<file path="src/rtl/experiment_sequencer.sv">
// experiment_sequencer: a shot sequencer with multi-channel staggered detonation.
// The sequence is: start -> gate opto -> open delay -> staggered detonator pulses
// -> wire sensor -> output trigger -> detector handshake.
// Each waiting stage can time out. Abort, fault codes and a shot counter are included.
//
// Ports:
//   clock, reset              system clock, synchronous active-high reset
//   start, abort              scenario start level (already synchronised), abort request level
//   fg_opto, wire_sensor      gate opto sensor and wire break sensor (edge detected internally)
//   detector_ready            detector ready level
//   det_mask                  channel enable mask, sampled when leaving IDLE
//   fg_open_delay .. ready_timeout
//                             live timing inputs, CNT_W wide; a timeout of 0 waits forever
//   det_fire, output_trigger  registered pulse outputs
//   busy, done, fault         status flags
//   fault_code                0 none, 1 opto timeout, 2 wire timeout,
//                             3 detector-busy timeout, 4 abort
//   scenario_state            state encoding, zero-extended to 8 bits
//   shot_count                number of completed shots, wraps at 2^SHOT_W
module experiment_sequencer #(
    parameter int unsigned N_DET  = 4,
    parameter int unsigned CNT_W  = 32,
    parameter int unsigned SHOT_W = 16
) (
    input  logic              clock,
    input  logic              reset,
    input  logic              start,
    input  logic              abort,
    input  logic              fg_opto,
    input  logic              wire_sensor,
    input  logic              detector_ready,
    input  logic [N_DET-1:0]  det_mask,
    input  logic [CNT_W-1:0]  fg_open_delay,
    input  logic [CNT_W-1:0]  det_len,
    input  logic [CNT_W-1:0]  det_gap,
    input  logic [CNT_W-1:0]  trigger_len,
    input  logic [CNT_W-1:0]  opto_timeout,
    input  logic [CNT_W-1:0]  wire_timeout,
    input  logic [CNT_W-1:0]  ready_timeout,
    output logic [N_DET-1:0]  det_fire,
    output logic              output_trigger,
    output logic              busy,
    output logic              done,
    output logic              fault,
    output logic [2:0]        fault_code,
    output logic [7:0]        scenario_state,
    output logic [SHOT_W-1:0] shot_count
);

    localparam int unsigned CH_W = (N_DET > 1) ? $clog2(N_DET) : 1;

    localparam logic [2:0] FC_NONE  = 3'd0;
    localparam logic [2:0] FC_OPTO  = 3'd1;
    localparam logic [2:0] FC_WIRE  = 3'd2;
    localparam logic [2:0] FC_READY = 3'd3;
    localparam logic [2:0] FC_ABORT = 3'd4;

    typedef enum logic [3:0] {
        S_IDLE       = 4'd0,
        S_WAIT_OPTO  = 4'd1,
        S_OPEN_DELAY = 4'd2,
        S_FIRE       = 4'd3,
        S_GAP        = 4'd4,
        S_WAIT_WIRE  = 4'd5,
        S_TRIGGER    = 4'd6,
        S_DET_BUSY   = 4'd7,
        S_DET_WAIT   = 4'd8,
        S_DONE       = 4'd9,
        S_FAULT      = 4'd10
    } state_e;

    state_e              state_q, state_d;
    logic [CNT_W-1:0]    cnt_q, cnt_d;
    logic [CH_W-1:0]     ch_q, ch_d;
    logic [N_DET-1:0]    mask_q, mask_d;
    logic [1:0]          start_h_q, start_h_d;
    logic [1:0]          opto_h_q, opto_h_d;
    logic [1:0]          wire_h_q, wire_h_d;
    logic [N_DET-1:0]    det_fire_q, det_fire_d;
    logic                trig_q, trig_d;
    logic                busy_q, busy_d;
    logic                done_q, done_d;
    logic                fault_q, fault_d;
    logic [2:0]          code_q, code_d;
    logic [SHOT_W-1:0]   shot_q, shot_d;

    logic                start_rise, opto_rise, wire_rise;
    logic [CNT_W-1:0]    cnt_inc;
    logic [N_DET-1:0]    ch_onehot;
    logic [CH_W-1:0]     first_ch;
    logic [CH_W-1:0]     next_ch;
    logic                next_found;
    logic                fault_go;
    logic [2:0]          fault_sel;

    // A rise is seen as history 01: the older sample is low and the newer sample is high.
    assign start_rise = ~start_h_q[1] & start_h_q[0];
    assign opto_rise  = ~opto_h_q[1]  & opto_h_q[0];
    assign wire_rise  = ~wire_h_q[1]  & wire_h_q[0];

    // The counter saturates so that stages that wait forever never wrap into a false timeout.
    assign cnt_inc   = (&cnt_q) ? cnt_q : cnt_q + CNT_W'(1);
    assign ch_onehot = N_DET'(1) << ch_q;

    // Lowest enabled channel in the incoming mask, and the next enabled channel above ch_q.
    // Both loops scan from the top bit down, so the lowest matching bit is assigned last and wins.
    always_comb begin
        first_ch   = '0;
        next_ch    = ch_q;
        next_found = 1'b0;
        for (int unsigned i = 0; i < N_DET; i++) begin
            if (det_mask[N_DET-1-i]) begin
                first_ch = CH_W'(N_DET-1-i);
            end
            if (mask_q[N_DET-1-i] && ((N_DET-1-i) > 32'(ch_q))) begin
                next_ch    = CH_W'(N_DET-1-i);
                next_found = 1'b1;
            end
        end
    end

    // Next-state and output logic.
    always_comb begin
        state_d    = state_q;
        cnt_d      = cnt_q;
        ch_d       = ch_q;
        mask_d     = mask_q;
        det_fire_d = det_fire_q;
        trig_d     = trig_q;
        busy_d     = busy_q;
        done_d     = done_q;
        fault_d    = fault_q;
        code_d     = code_q;
        shot_d     = shot_q;
        start_h_d  = {start_h_q[0], start};
        opto_h_d   = {opto_h_q[0], fg_opto};
        wire_h_d   = {wire_h_q[0], wire_sensor};
        fault_go   = 1'b0;
        fault_sel  = FC_NONE;

        case (state_q)
            S_IDLE: begin
                if (start_rise) begin
                    mask_d  = det_mask;
                    ch_d    = first_ch;
                    cnt_d   = '0;
                    busy_d  = 1'b1;
                    done_d  = 1'b0;
                    fault_d = 1'b0;
                    code_d  = FC_NONE;
                    state_d = S_WAIT_OPTO;
                end
            end
            S_WAIT_OPTO: begin
                // The awaited edge is checked before the timeout, so the edge wins a tie.
                if (opto_rise) begin
                    cnt_d   = '0;
                    state_d = S_OPEN_DELAY;
                end else begin
                    cnt_d = cnt_inc;
                    if ((opto_timeout != '0) && (cnt_inc >= opto_timeout)) begin
                        fault_go  = 1'b1;
                        fault_sel = FC_OPTO;
                    end
                end
            end
            S_OPEN_DELAY: begin
                cnt_d = cnt_inc;
                if (cnt_inc >= fg_open_delay) begin
                    cnt_d = '0;
                    if (mask_q == '0) begin
                        state_d = S_WAIT_WIRE;
                    end else begin
                        state_d    = S_FIRE;
                        det_fire_d = (det_len != '0) ? ch_onehot : '0;
                    end
                end
            end
            S_FIRE: begin
                // The pulse is raised on the entry edge, so it is high for exactly det_len cycles.
                cnt_d = cnt_inc;
                if (cnt_inc >= det_len) begin
                    cnt_d      = '0;
                    det_fire_d = '0;
                    if (next_found) begin
                        ch_d    = next_ch;
                        state_d = S_GAP;
                    end else begin
                        state_d = S_WAIT_WIRE;
                    end
                end else begin
                    det_fire_d = ch_onehot;
                end
            end
            S_GAP: begin
                cnt_d = cnt_inc;
                if (cnt_inc >= det_gap) begin
                    cnt_d      = '0;
                    state_d    = S_FIRE;
                    det_fire_d = (det_len != '0) ? ch_onehot : '0;
                end
            end
            S_WAIT_WIRE: begin
                if (wire_rise) begin
                    cnt_d   = '0;
                    trig_d  = (trigger_len != '0);
                    state_d = S_TRIGGER;
                end else begin
                    cnt_d = cnt_inc;
                    if ((wire_timeout != '0) && (cnt_inc >= wire_timeout)) begin
                        fault_go  = 1'b1;
                        fault_sel = FC_WIRE;
                    end
                end
            end
            S_TRIGGER: begin
                cnt_d = cnt_inc;
                if (cnt_inc >= trigger_len) begin
                    cnt_d   = '0;
                    trig_d  = 1'b0;
                    state_d = S_DET_BUSY;
                end
            end
            S_DET_BUSY: begin
                if (!detector_ready) begin
                    cnt_d   = '0;
                    state_d = S_DET_WAIT;
                end
            end
            S_DET_WAIT: begin
                if (detector_ready) begin
                    done_d  = 1'b1;
                    busy_d  = 1'b0;
                    shot_d  = shot_q + SHOT_W'(1);
                    state_d = S_DONE;
                end else begin
                    cnt_d = cnt_inc;
                    if ((ready_timeout != '0) && (cnt_inc >= ready_timeout)) begin
                        fault_go  = 1'b1;
                        fault_sel = FC_READY;
                    end
                end
            end
            S_DONE, S_FAULT: begin
                // A return to IDLE is required before the next start rise counts.
                if (!start) begin
                    state_d = S_IDLE;
                end
            end
            default: begin
                state_d    = S_IDLE;
                det_fire_d = '0;
                trig_d     = 1'b0;
                busy_d     = 1'b0;
            end
        endcase

        // Abort overrides any stage transition or timeout taken above.
        if (abort && (state_q inside {S_WAIT_OPTO, S_OPEN_DELAY, S_FIRE, S_GAP,
                                      S_WAIT_WIRE, S_TRIGGER, S_DET_BUSY, S_DET_WAIT})) begin
            fault_go  = 1'b1;
            fault_sel = FC_ABORT;
        end

        if (fault_go) begin
            state_d    = S_FAULT;
            cnt_d      = '0;
            det_fire_d = '0;
            trig_d     = 1'b0;
            busy_d     = 1'b0;
            fault_d    = 1'b1;
            code_d     = fault_sel;
        end
    end

    // State and datapath registers.
    always_ff @(posedge clock) begin
        if (reset) begin
            state_q    <= S_IDLE;
            cnt_q      <= '0;
            ch_q       <= '0;
            mask_q     <= '0;
            start_h_q  <= '0;
            opto_h_q   <= '0;
            wire_h_q   <= '0;
            det_fire_q <= '0;
            trig_q     <= 1'b0;
            busy_q     <= 1'b0;
            done_q     <= 1'b0;
            fault_q    <= 1'b0;
            code_q     <= FC_NONE;
            shot_q     <= '0;
        end else begin
            state_q    <= state_d;
            cnt_q      <= cnt_d;
            ch_q       <= ch_d;
            mask_q     <= mask_d;
            start_h_q  <= start_h_d;
            opto_h_q   <= opto_h_d;
            wire_h_q   <= wire_h_d;
            det_fire_q <= det_fire_d;
            trig_q     <= trig_d;
            busy_q     <= busy_d;
            done_q     <= done_d;
            fault_q    <= fault_d;
            code_q     <= code_d;
            shot_q     <= shot_d;
        end
    end

    assign det_fire       = det_fire_q;
    assign output_trigger = trig_q;
    assign busy           = busy_q;
    assign done           = done_q;
    assign fault          = fault_q;
    assign fault_code     = code_q;
    assign scenario_state = 8'(state_q);
    assign shot_count     = shot_q;

endmodule

</file>
<file path="config.mk">
export PLATFORM = sky130hd
export DESIGN_NAME = experiment_sequencer
export DESIGN_NICKNAME = d
export VERILOG_FILES = /design/src/rtl/experiment_sequencer.sv
export SDC_FILE = /design/constraint.sdc
export NUM_CORES = 1
export LEC_CHECK = 0
export ABC_AREA = 1
export CORE_ASPECT_RATIO = 1.1
export CORE_MARGIN = 3
export CORE_UTILIZATION = 47
export DETAILED_ROUTE_END_ITERATION = 12
export GPL_TIMING_DRIVEN = 0
export PLACE_DENSITY = 0.81
export RECOVER_POWER = 25
export SYNTH_ARGS = -nofsm -noshare
export SYNTH_HDL_FRONTEND = slang
export SYNTH_SLANG_ARGS = --single-unit
</file>
<file path="constraint.sdc">
create_clock -name clock -period 3.3 [get_ports clock]
set_input_delay 0.66 -clock clock [delete_from_list [all_inputs] [get_ports clock]]
set_output_delay 0.66 -clock clock [all_outputs]
set_load 0.05 [all_outputs]
</file>
== After elaboration in Yosys (flattened, before gate mapping) ==
Cells that the tools add are included.
Cells by class
  add/sub/neg operators: 2
  multipliers: 0
  divide/modulo/power cells: 0
  order comparisons: 10
  equality and inequality tests: 34
  shift-type cells: 1
  muxes and demuxes: 75
  bitwise operators: 9
  reductions and logical operators: 37
Operators with widths (number)
  32-bit two-way mux: 10
  32-bit one-hot mux with 9 select lines: 1
  32-bit >= comparator: 7
  32-bit nonzero test: 5
  4-bit two-way mux: 16
  4-bit one-hot mux with 10 select lines: 1
  32-bit by 1-bit adder with 32-bit output, second input constant: 1
  32-bit AND reduction: 1
  3-bit inequality test, second input constant: 10
  2-bit two-way mux: 14
  2-bit inequality test, second input constant: 13
  1-bit two-way mux: 21
  10-bit AND reduction: 2
  9-bit OR reduction: 2
  16-bit by 1-bit adder with 16-bit output, second input constant: 1
  4-bit by 3-bit == test with 1-bit output, second input constant: 4
  4-bit one-hot mux with 4 select lines: 1
  3-bit two-way mux: 5
  4-bit == test, second input constant: 3
  1-bit one-hot mux with 3 select lines: 3
  3-bit AND reduction: 3
  9-bit nonzero test: 1
  4-bit by 2-bit == test with 1-bit output, second input constant: 2
  4-bit logical NOT: 2
  other kinds (18): 39
Word-level totals
  flip-flop bits (word level): 75
  latch bits: 0
  RAM bits: 0
  ROM bits: 0
  input port bits: 235
  output and inout port bits: 35
  logic and storage cells: 183
  memories: 0

== Depth between registers and ports, before layout ==
  depth in word-level cells: 10
  gate-level depth with buffers: 27
  gate-level depth less buffers: 26

== Least setup slack after synthesis ==
Ideal clock, no wire load.
  path type: reg-to-reg
  start: reg cnt_q[0]
  end: reg cnt_q[12]
  library setup time: 0.070 ns
  arrival: 3.348 ns
  required time: 3.230 ns
  setup slack: -0.118 ns
  cell stages (with the launch flop): 25
  path buffers: 4
  clock period less this slack: 3.418 ns
  cell sequence: dfxtp_1 ha_1 nand3_1 inv_1 nand2_1 nor2_1 nand2_1 buf_2 buf_4 buf_4 nand2_1 ha_1 a21o_1 nor2_1 nand2_1 nor2_1 nand2_1 nand2_1 nand2_1 nand2_1 nand2_1 nor2_2 nand3_1 buf_2 a21oi_1
Between the ends
  cells in the longest elaborated chain, start to end: 9
  elaborated cells between the ends (all ways): 30
  those cells by class: 1 x add/sub; 7 x order compare; 17 x mux; 5 x reduce/logical
Ends and longest elaborated chain
  start: declaration: RTL line 73  | logic [CNT_W-1:0] cnt_q, cnt_d;
  start signal: assignment: RTL line 295  | cnt_q <= cnt_d;
  32-bit by 1-bit adder with 32-bit output / 32-bit AND reduction (equally long branches): RTL line 102  | assign cnt_inc = (&cnt_q) ? cnt_q : cnt_q + CNT_W'(1);
  32-bit two-way mux (*): RTL line 102
  32-bit >= comparator (on tied branches): RTL line 238, 161, 210
  1-bit logical AND (on tied branches): RTL line 238, 161, 210
  1-bit two-way mux (on tied branches): RTL line 238, 161, 210
  1-bit two-way mux (on tied branches): RTL line 231, 156, 204
  1-bit one-hot mux with 3 select lines: RTL line 141  | case (state_q)
  1-bit two-way mux: RTL line 259  | if (abort && (state_q inside {S_WAIT_OPTO, S_OPEN_DELAY, S_FIRE, S_GAP,
  2-bit OR reduction (no source line)
Every way passes the cells marked *; elsewhere a longest branch is shown, timed or not. The select of a mux whose other input is x is not followed.
A chain may end at the register's enable or synchronous reset.

== Final worst setup path ==
  start: reg cnt_q[0]
  end: reg cnt_q[29]
Same word-level chain as after synthesis.

==> impl_metrics.py <==
metrics = {
    "status": {
        "outcome": "finished, violations left",
        "violations": "setup timing",
    },
    "drt": {
        "vias": 13600,
        "wire_per_inst_um": 19.7,
        "via_per_inst": 5.72,
        "drt_iter0_drc": 1235,
        "ant_nets": 0,
        "first_pass_iters": 7,
        "drc": 0,
        "drt-total-wl_um": 46800,
    },
    "clocking": {
        "numCtsBuffers": 9,
        "cts_tree": "done",
        "cts_max_path_buffers": 2,
        "htree_levels": 3,
        "clock-root-buffer": "clkbuf_16",
        "clk-insertion-delay-late_ns": 0.35,
        "postCtsHoldBufs": 0,
        "clk_pin_slew_ns": 0.07,
        "clock_sinks": 75,
    },
    "die": {
        "start_util": 0.480,
        "die-area_um2": 24600,
        "coreArea_um2": 22300,
        "die_height_um": 164,
        "die_x_um": 150,
        "rows": 57,
        "ios": 270,
    },
    "finish": {
        "fin_cells": 2379,
        "design_area_um2": 16500,
        "final_util": 0.744,
        "mostFrequentLayoutCells": "inv_1 (337), nand2_1 (309), clkdlybuf4s50_1 (263), ha_1 (210), a21oi_1 (136)",
        "final_nets": 2537,
        "multiInputGateArea_um2": 9190,
        "layout-drive-gt1-share": 0.189,
        "regArea_um2": 1570,
        "layout_commonest_cell": "inv_1",
        "area_growth_pct": 54.8,
        "num-fill-cells": 1665,
    },
    "worst_setup_path": {
        "rrSetupSlack_ns": -0.45,
        "rr_startpoint": "cnt_q[0]",
        "rr_endpoint": "cnt_q[29]",
        "cp_data_required_time_ns": 3.54,
        "endpoint_kind": "flip-flop",
        "slowest_stage": "dfxtp_4",
        "start_kind": "flip-flop",
        "crit_path_end": "cnt_q[29]",
        "crit_path_cell_trace": "buf_4, nand3_4, nor2_4, nand3_4, nor2_4, nand2_1, xor2_2, nand2_4, ha_1, nand2_1, inv_1, nand3_1, inv_1, nand2_1, nor4_2, nand2_2, nand3_4, nand2_8, buf_12, o21ai_1, a21oi_2",
        "cp_top_family": "simple AND/OR/NAND/NOR gates",
        "critPathArrivalTime_ns": 3.99,
        "critPathMaxFanout": 10,
        "startpoint": "cnt_q[0]",
        "reg2reg_depth": 21,
        "slowest_delay_ns": 0.37,
        "cp.depth": 21,
        "crit_type": "flip-flop to flip-flop",
        "path_buf_inv": 4,
    },
    "placement": {
        "io_buffers": 264,
        "dp_hpwl_um": 33500,
        "routabilityCongestion": 0.974,
        "post-place-cells": 2274,
        "placed_area_um2": 13800,
    },
    "global_route": {
        "grt_antenna_before_repair": 6,
        "grt_pass1_vias": 13200,
        "grt.overflow.total": 0,
        "grt_pass1_wl_um": 66400,
        "grt_usage": 0.344,
        "grt_max_degree": 13,
    },
    "pwr": {
        "leakagePower_nw": 8.38,
        "switchingPower_mw": 2.31,
        "p_sw_frac": 0.465,
        "p_per_area_nw_per_um2": 301,
        "comb_power_share": 0.582,
        "peakVddDrop_mv": 0.389,
        "pwr-share-seq": 0.208,
        "power.total_mw": 4.98,
        "p_int_mw": 2.67,
        "clock_power_share": 0.210,
    },
    "flow_run": {
        "maxCapViolations": 0,
    },
    "yosys": {
        "async_reset_ff_frac": 0,
        "syn_inst": 1711,
        "synth_top_family_by_area": "simple AND/OR/NAND/NOR gates",
        "synth-adder-area-share": 0.265,
        "ys.flop_type": "dfxtp_1",
        "synth_xor_area_frac": 0.0254,
        "synthSimpleGateAreaFrac": 0.284,
        "synth-compound-area-share": 0.148,
        "post_synth_num_cell_types": 40,
        "synth_seq_cells": 75,
        "synthMuxAreaShare": 0,
        "synth_enable_flop_cells": 0,
        "avgSynthCellArea_um2": 6.25,
        "ys_seq_area_frac": 0.140,
        "yosys_warnings": 0,
        "synth_area_um2": 10700,
    },
    "min_path": {
        "hold_path.class": "flip-flop to flip-flop",
    },
    "sta": {
        "slew_headroom": 0.319,
        "worst_slack_ns": -0.450,
        "rsz0062_at_grt": "true",
        "finalHoldViolCount": 0,
        "fin_crit_ns": 3.75,
        "skew_ns": 0.0122,
        "tightest_slew_ns": 1.01,
        "period_share": 1.14,
        "setup_violations": 47,
        "maxSlewViolCount": 0,
        "fmax_mhz": 267,
    },
}
[power by group through the flow]
stage / Combinational, mW / Clock (mW) / Sequential [mW]
after floorplan: 1.16 / 0 / 1.19
after global placement: 2.10 / 0 / 1.06
after detailed placement: 2.13 / 0 / 1.06
after CTS: 2.42 / 1.05 / 1.04
after global routing: 3.07 / 1.09 / 1.04
final: 2.90 / 1.05 / 1.04
[state kept, by name (all words and copies together), names as in the netlist]
name,count
output_trigger,1
state_q,4
wire_h_q,2
done,1
ch_q,2
mask_q,4
cnt_q,32
shot_count,16
start_h_q,2
opto_h_q,2
det_fire,4
fault,1
fault_code,3
busy,1
[per-layer routing]
metal,GRT usage,share of wire,up-vias
met4,0.203,0.077,4
li1,-,-,6315
met2,0.594,0.45,906
met3,0.0753,0.12,253
met5,0,0.00053,-
met1,0.387,0.35,6137
[metrics by stage]
step	setup WS, ns	hold slack [ns]	setup TNS [ns]
2_1_floorplan	0.0203	0.402	0
3_3_place_gp	-1.10	0.415	-44.52
3_5_place_dp	-1.10	0.421	-46.56
4_1_cts	-0.114	0.434	-3.84
5_1_grt	-0.473	0.459	-18.81
6_report	-0.450	0.431	-15.28
[worst min path at each step]
stage                      start      endpoint  cells after the start
CTS                 start_h_q[0]  start_h_q[1]                      2
global placement    start_h_q[0]  start_h_q[1]                      2
floorplan           start_h_q[0]  start_h_q[1]                      2
global route        start_h_q[0]  start_h_q[1]                      2
detailed placement  start_h_q[0]  start_h_q[1]                      2
finish              start_h_q[0]  start_h_q[1]                      2
[repair_timing]
item | in CTS | in global routing
gates cloned | 7 | 1
resized for setup | 274 | 156
endpoints found under the setup margin | 48 | 48
pin swaps | 41 | 34
setup buffers | 55 | 26
[layout make-up]
class,instances,area share
diodes,4,0.000605
plain buffers,29,0.0191
clock buffers,12,0.0155
clock inverters,3,0.00280
inverters,347,0.0792
multi-input cells,1261,0.555
flip-flops and latches,75,0.0948
well taps,295,0.0223
repair buffers,353,0.210
[kinds of logic after synthesis]
group                      count (synthesis)
and+or+nand+nor                          699
buffers and inverters                    378
other                                      1
DFF                                       75
adders and majority gates                226
xor gates and xnor gates                  31
AOI/OAI and AO/OA                        301
[worst min-delay path, delay by kind of cell (launching register included)]
kind / cells / cell delay (ns)
buffers and inverters: 1 / 0.06
flip-flops: 1 / 0.29
AND/OR/NAND/NOR: 1 / 0.04
[synth_stat cells, drive strengths merged, types with 3 or more instances]
cell type,n,share of area
nand2,372,0.13
inv,347,0.12
ha,226,0.26
a21oi,184,0.086
nor2,156,0.058
o21ai,91,0.043
dfxtp,75,0.14
nand3,63,0.031
nand4,48,0.028
nor4,27,0.016
nor3,24,0.013
buf,22,0.012
xor2,20,0.016
o21a,13,0.0091
xnor2,11,0.0090
clkbuf,9,0.0035
a21o,4,0.0028
o21bai,3,0.0021
Note: power is estimated with default switching activity, not from simulation.
